$ cat src/rtl/decoder_scan_sequencer.sv
// Scan sequencer driving a 2-to-4 decoder (E, S, A) with dwell and blanking.
// Optional pause input enabled by defining DECSCAN_PAUSE_EN.
module decoder_scan_sequencer #(
   parameter int DWELL_W = 16,
   parameter int BLANK_W = 8
) (
   input  logic               clk,
   input  logic               rst_n,
   input  logic               start,
   input  logic               stop,
`ifdef DECSCAN_PAUSE_EN
   input  logic               pause,
`endif
   input  logic               mode_cont,
   input  logic               pol_in,
   input  logic [3:0]         code_mask,
   input  logic [DWELL_W-1:0] dwell,
   input  logic [BLANK_W-1:0] blank,
   output logic               dec_e,
   output logic               dec_s,
   output logic [1:0]         dec_a,
   output logic               busy,
   output logic               step_tick,
   output logic               done
);

`ifndef DECSCAN_PAUSE_EN
   logic pause;
   assign pause = 1'b0;
`endif

   typedef enum logic [1:0] {IDLE, DWELL, BLANK} state_t;

   state_t             state;
   logic               mode_q;
   logic [3:0]         mask_q;
   logic [DWELL_W-1:0] dwell_q;
   logic [BLANK_W-1:0] blank_q;
   logic [DWELL_W-1:0] dcnt;
   logic [BLANK_W-1:0] bcnt;

   logic [1:0]         first_a;
   logic [1:0]         nxt_a;
   logic               higher;
   logic [DWELL_W-1:0] dload_in;
   logic [DWELL_W-1:0] dload_q;

   // Dwell of 0 behaves as 1, so the reload value is max(dwell,1)-1.
   assign dload_in = (dwell == '0) ? '0 : dwell - DWELL_W'(1);
   assign dload_q  = (dwell_q == '0) ? '0 : dwell_q - DWELL_W'(1);

   always_comb begin
      first_a = 2'd0;
      for (int i = 3; i >= 0; i--)
         if (code_mask[i]) first_a = 2'(i);
   end

   // Nearest set bit above dec_a with wrap; falls back to dec_a itself.
   always_comb begin
      nxt_a  = dec_a;
      higher = 1'b0;
      for (int i = 3; i >= 1; i--)
         if (mask_q[dec_a + 2'(i)]) nxt_a = dec_a + 2'(i);
      for (int j = 0; j < 4; j++)
         if (mask_q[j] && (2'(j) > dec_a)) higher = 1'b1;
   end

   always_ff @(posedge clk or negedge rst_n) begin
      if (!rst_n) begin
         state     <= IDLE;
         mode_q    <= 1'b0;
         mask_q    <= '0;
         dwell_q   <= '0;
         blank_q   <= '0;
         dcnt      <= '0;
         bcnt      <= '0;
         dec_e     <= 1'b0;
         dec_s     <= 1'b0;
         dec_a     <= 2'd0;
         busy      <= 1'b0;
         step_tick <= 1'b0;
         done      <= 1'b0;
      end else begin
         step_tick <= 1'b0;
         done      <= 1'b0;
         unique case (state)
            IDLE: begin
               if (start && !stop) begin
                  if (code_mask != 4'd0) begin
                     mode_q    <= mode_cont;
                     mask_q    <= code_mask;
                     dwell_q   <= dwell;
                     blank_q   <= blank;
                     dec_s     <= pol_in;
                     dec_a     <= first_a;
                     dcnt      <= dload_in;
                     dec_e     <= 1'b1;
                     busy      <= 1'b1;
                     step_tick <= 1'b1;
                     state     <= DWELL;
                  end else begin
                     done <= 1'b1;
                  end
               end
            end
            DWELL: begin
               if (stop) begin
                  state <= IDLE;
                  dec_e <= 1'b0;
                  busy  <= 1'b0;
                  done  <= 1'b1;
               end else if (pause) begin
                  state <= DWELL;
               end else if (dcnt != '0) begin
                  dcnt <= dcnt - DWELL_W'(1);
               end else if (!mode_q && !higher) begin
                  state <= IDLE;
                  dec_e <= 1'b0;
                  busy  <= 1'b0;
                  done  <= 1'b1;
               end else if (blank_q != '0) begin
                  state <= BLANK;
                  dec_e <= 1'b0;
                  bcnt  <= blank_q - BLANK_W'(1);
               end else begin
                  dec_a     <= nxt_a;
                  dcnt      <= dload_q;
                  step_tick <= 1'b1;
               end
            end
            BLANK: begin
               if (stop) begin
                  state <= IDLE;
                  busy  <= 1'b0;
                  done  <= 1'b1;
               end else if (pause) begin
                  state <= BLANK;
               end else if (bcnt != '0) begin
                  bcnt <= bcnt - BLANK_W'(1);
               end else begin
                  state     <= DWELL;
                  dec_a     <= nxt_a;
                  dcnt      <= dload_q;
                  dec_e     <= 1'b1;
                  step_tick <= 1'b1;
               end
            end
            default: state <= IDLE;
         endcase
      end
   end

endmodule

$ cat config.mk
export PLATFORM = sky130hd
export DESIGN_NAME = decoder_scan_sequencer
export DESIGN_NICKNAME = d
export VERILOG_FILES = /design/src/rtl/decoder_scan_sequencer.sv
export SDC_FILE = /design/constraint.sdc
export NUM_CORES = 1
export LEC_CHECK = 0
export BUFFER_PORTS_ARGS = -buffer_cell sky130_fd_sc_hd__buf_2
export CAP_MARGIN = 15
export CORE_AREA = 2 2 104 106
export CTS_CLUSTER_DIAMETER = 40
export CTS_CLUSTER_SIZE = 28
export DETAILED_ROUTE_END_ITERATION = 16
export DIE_AREA = 0 0 106 108
export GPL_TIMING_DRIVEN = 0
export PLACE_DENSITY = 0.67
export SETUP_SLACK_MARGIN = 0.1
export SYNTH_ARGS = -nofsm -noshare
export SYNTH_HDL_FRONTEND = slang
export SYNTH_SLANG_ARGS = --single-unit
$ cat constraint.sdc
create_clock -name clk -period 2.85 [get_ports clk]
set_input_delay 0.285 -clock clk [delete_from_list [all_inputs] [get_ports clk]]
set_output_delay 0.285 -clock clk [all_outputs]
set_load 0.05 [all_outputs]
-- Yosys cells after proc, flatten, opt, wreduce, memory -nomap -nowiden
Index checks and enable logic that the tools add are counted.
- add/sub/neg operators: 8
- reductions and logical operators: 25
- order comparisons: 7
- multiplexer cells: 83
- eq/ne operators: 19
- operator list (cell ; number):
    $mux 16 ; 10
    $mux 8 ; 6
    $pmux 16 s3 ; 1
    $sub 16x1->16 const B ; 3
    $mux 2 ; 23
    $mux 1 ; 33
    $logic_not 16->1 ; 2
    $ne 2x2->1 const B ; 11
    $pmux 8 s2 ; 1
    $reduce_bool 16->1 ; 1
    $reduce_bool 8->1 ; 2
    $sub 8x1->8 const B ; 2
    $ne 3x3->1 const B ; 5
    $reduce_and 7->1 ; 2
    $pmux 1 s3 ; 4
    $pmux 2 s3 ; 2
    $lt 2x3->1 const B ; 3
    $reduce_and 9->1 ; 1
    $reduce_and 8->1 ; 1
    $bmux 1 s2 ; 3
    $logic_and 1x1->1 ; 6
    $reduce_and 6->1 ; 1
    $reduce_and 5->1 ; 1
    $add 2x2->2 const B ; 2
    other kinds (12) ; 16
- input bits: 34
- register bits: 62
- logic and storage cells: 155
- output and inout bits: 7

-- Logic depth before layout (Yosys ltp)
- depth after elaboration: 12
- depth in mapped cells: 11
- mapped depth without buffers: 9

-- Worst setup path after synthesis
Ideal clock, no wire load.
- kind: flip-flop to flip-flop
- start: reg state[0]
- end: reg bcnt[6]
- arrival: 2694 ps
- setup time: 124 ps
- data required time: 2726 ps
- period minus slack after synthesis: 2818 ps
- stages on the path, launching flop included: 12
- slack: 32 ps
- cells stage by stage: dfrtp_1 inv_1 ha_1 clkbuf_1 clkbuf_1 mux2i_1 ha_1 o21ai_0 or2_2 xor2_1 o21ai_0 a211o_1
- longest elaborated chain between the ends: 3
- RTL lines (element ; RTL line ; text):
    start: declaration ; 34 ; state_t state;
    start signal: assignment ; 70 ; state <= IDLE;
    start signal: assignment ; 100 ; state <= DWELL;
    start signal: assignment ; 108 ; state <= IDLE;
    $eq 2x2->1 or $eq 2x1->1 (tied branches) ; 86 ; unique case (state)
    $ne 2x2->1 (no line) or $reduce_bool 2->1 (tied branches) ; n/a ;
    $reduce_and 7->1 (no line) ; n/a ;
    end signal: assignment ; 124 ; bcnt <= blank_q - BLANK_W'(1);
    end signal: assignment ; 139 ; bcnt <= bcnt - BLANK_W'(1);
    end: declaration ; 40 ; logic [BLANK_W-1:0] bcnt;
Parallel ways exist; a longest one is shown, timed or not.
A chain may end at the register's enable or synchronous reset.

-- Final worst setup path
Ends and elaborated chain as after synthesis.

==> results_dict.tcl <==
set metrics [dict create \
    status "complete, no violations" \
    rsz0062_at_grt "true" \
    fin_util 0.515 \
    synth.largest_area_cell "dfrtp_1" \
    nNetsFinal 603 \
    viasPerCell 5.90 \
    seq_area_um2 1550 \
    grt_pass1_vias 4045 \
    synth_cells 502 \
    worst_slew_pin_slew_ns 0.907 \
    synth-seq-cells 62 \
    ys_warn_count 0 \
    area_delta_synth_final_pct 15.7 \
    worstPathCellList "inv_2 > ha_4 > clkbuf_8 > clkbuf_8 > mux2i_1 > ha_2 > o21ai_2 > or2_2 > xor2_1 > o21ai_0 > a211o_1" \
    peakVddDrop_mv 0.575 \
    synth_top_area_share 0.340 \
    synth_ff_type "dfrtp_1" \
    ys_seq_area_frac 0.340 \
    numCtsBuffers 9 \
    die_w_um 106 \
    finClkSkew_ns 0.0175 \
    crit_top_cell "clkbuf_8" \
    drtIter0Drc 256 \
    clk_latency_ns 0.37 \
    slew_violations 0 \
    cts_sinks 62 \
    synth_area_um2 4560 \
    ios 41 \
    stdcell_count 697 \
    maxCapViolCount 0 \
    die_area_um2 11400 \
    multiInputGateArea_um2 2880 \
    slowest_delay_ns 0.42 \
    cts_max_level 3 \
    grt_pass1_wl_um 20600 \
    port_buffers 40 \
    rows 37 \
    clockBufferDepth 2 \
    cts_tree "yes" \
    initial_core_util 0.446 \
    critPathKind "reg -> reg" \
    p_leak_nw 2.13 \
    dp_hpwl_um 8990 \
    core-area_um2 10200 \
    ys_types 69 \
    wirelength_um 12200 \
    drive_gt1_frac 0.235 \
    max_slew_margin 0.390 \
    setup_tns_ns 0 \
    path_clk_slew_ns 0.08 \
    min_path_type "in -> reg" \
    yosys-top-cells-area "dfrtp_1 (34%), mux2_2 (8.4%), nor2_1 (4.1%), xor2_1 (3.8%), ha_1 (3.6%)" \
    drc_errors 0 \
    n_fill_cell 949 \
    overflow 0 \
    cpMaxStageDelayCell "dfrtp_1" \
    dp.cells 679 \
    antenna_found_initial 0 \
    antenna_cells 0 \
    arrival_ns 2.88 \
    grt_use_total 0.229 \
    vias 4115 \
    syn-num-nets 549 \
    grt_max_degree 40 \
    die_y_um 108 \
    synth_edf_count 0 \
    ant_nets 0 \
    hold_viol 0 \
    min_period_ns 2.63 \
    fmax_ghz 0.380 \
    cts_root_buf "clkbuf_8" \
    period_share 0.922 \
    start_kind "register" \
    drtPass1Iterations 5 \
    path_max_fanout 10 \
    worst_setup_path_end_kind "register" \
    power_density_nw_per_um2 1210 \
    finalSetupViolCount 0 \
    gp_congestion 0.883 \
    syn_area_per_cell_um2 9.08 \
    post_drt_wl_per_cell_um 17.4 \
    async_reset_ff_frac 1.00 \
    required_ns 3.10 \
]
==> power by group <==
group / switching [mW] / internal (mW)
registers: 0.625 / 1.33
logic: 2.01 / 1.46
clock network: 0.382 / 0.564
total: 3.02 / 3.35
==> state kept, by name, indices dropped and copies added, names as in the netlist <==
signal / flops
bcnt: 8
blank_q: 8
busy: 1
dcnt: 16
dec_a: 2
dec_e: 1
dec_s: 1
done: 1
dwell_q: 16
mask_q: 4
mode_q: 1
state: 2
step_tick: 1
==> cell families after synthesis <==
logic type | share of synthesized area
simple gates | 0.241
compound gates | 0.178
flops | 0.340
mux | 0.109
buf+inv | 0.0376
xor+xnor | 0.0576
fa+ha+maj | 0.0357
==> cells in the mapped netlist, types with 7 or more instances <==
library cell,number
inv_1,18
ha_1,13
nor3_1,19
a21oi_1,28
nor4_1,9
clkbuf_1,13
nand2b_1,8
mux2i_1,8
nand2_1,36
a22oi_1,7
mux2_2,34
a31oi_1,7
nor2_1,50
o22ai_1,13
o21ai_0,24
dfrtp_1,62
xor2_1,20
nand3_1,12
nor3b_1,7
xnor2_1,10
==> timing repair <==
item,4_1_cts,5_1_grt
pin swaps,0,1
endpoints found under the hold margin,23,0
gates resized for setup,12,5
setup endpoints to repair,6,22
hold buffers,1,0
setup buffers,0,1
==> cells in the final DEF (no fill, tap or decap), drive strengths merged, types with 13 or more instances in the layout <==
| cell | count |
|---|---|
| a21oi | 28 |
| buf | 49 |
| clkbuf | 27 |
| dfrtp | 62 |
| ha | 13 |
| inv | 18 |
| mux2 | 35 |
| nand2 | 36 |
| nor2 | 50 |
| nor3 | 20 |
| nor4 | 16 |
| o21ai | 25 |
| o22ai | 13 |
| xor2 | 20 |
==> final timing paths <==
| path | start | to | slack, ns | cells after the start |
|---|---|---|---|---|
| setup / recovery | state[0]$_DFFE_PN0P_ | bcnt[6]$_DFFE_PN0P_ | 0.22 | 11 |
| hold / removal | blank[2] | blank_q[2]$_DFFE_PN0P_ | 0.15 | 2 |
| setup reg to reg | state[0]$_DFFE_PN0P_ | bcnt[6]$_DFFE_PN0P_ | 0.22 | 11 |
| hold reg to reg | busy$_DFFE_PN0P_ | busy$_DFFE_PN0P_ | 0.49 | 2 |
| max in group asynchronous | rst_n | dcnt[13]$_DFFE_PN0P_ | 1.78 | 3 |
| min in group asynchronous | rst_n | dec_a[0]$_DFFE_PN0P_ | 0.45 | 2 |
==> cell type report <==
type	instances	share of cell area
clock buffer	13	0.0320
multi-input combinational	401	0.546
inverter	18	0.0128
tap	136	0.0323
buffer	21	0.0249
timing repair buffer	43	0.0451
sequential	62	0.294
clock inverter	3	0.0123
==> per-stage QoR <==
stage,cell area (um^2),setup slack [ns],hold WS [ns],power (mW)
2_1_floorplan,4560,0.109,-0.0106,4.36
4_1_cts,5250,0.113,0.140,6.29
3_3_place_gp,4930,-0.480,0.466,5.15
5_1_grt,5270,0.0407,0.150,6.86
3_5_place_dp,4950,-0.594,0.312,5.26
6_report,5270,0.221,0.148,6.37
==> routing by layer <==
| metal | share of wire | track usage | vias up |
|---|---|---|---|
| li1 | - | - | 1980 |
| met1 | 0.46 | 0.310 | 1969 |
| met2 | 0.47 | 0.374 | 147 |
| met3 | 0.051 | 0.0277 | 19 |
| met4 | 0.018 | 0.0940 | 0 |
| met5 | 0 | 0 | - |
==> critical path, delay by kind of cell (launching register included) <==
kind            cells  cell delay (ns)
flops               1             0.42
fa+ha+maj           2             0.46
mux                 1             0.25
buf+inv             3             0.48
compound gates      3             0.43
xor+xnor            1             0.13
simple gates        1             0.34
Note: power is estimated with default switching activity, not from simulation.
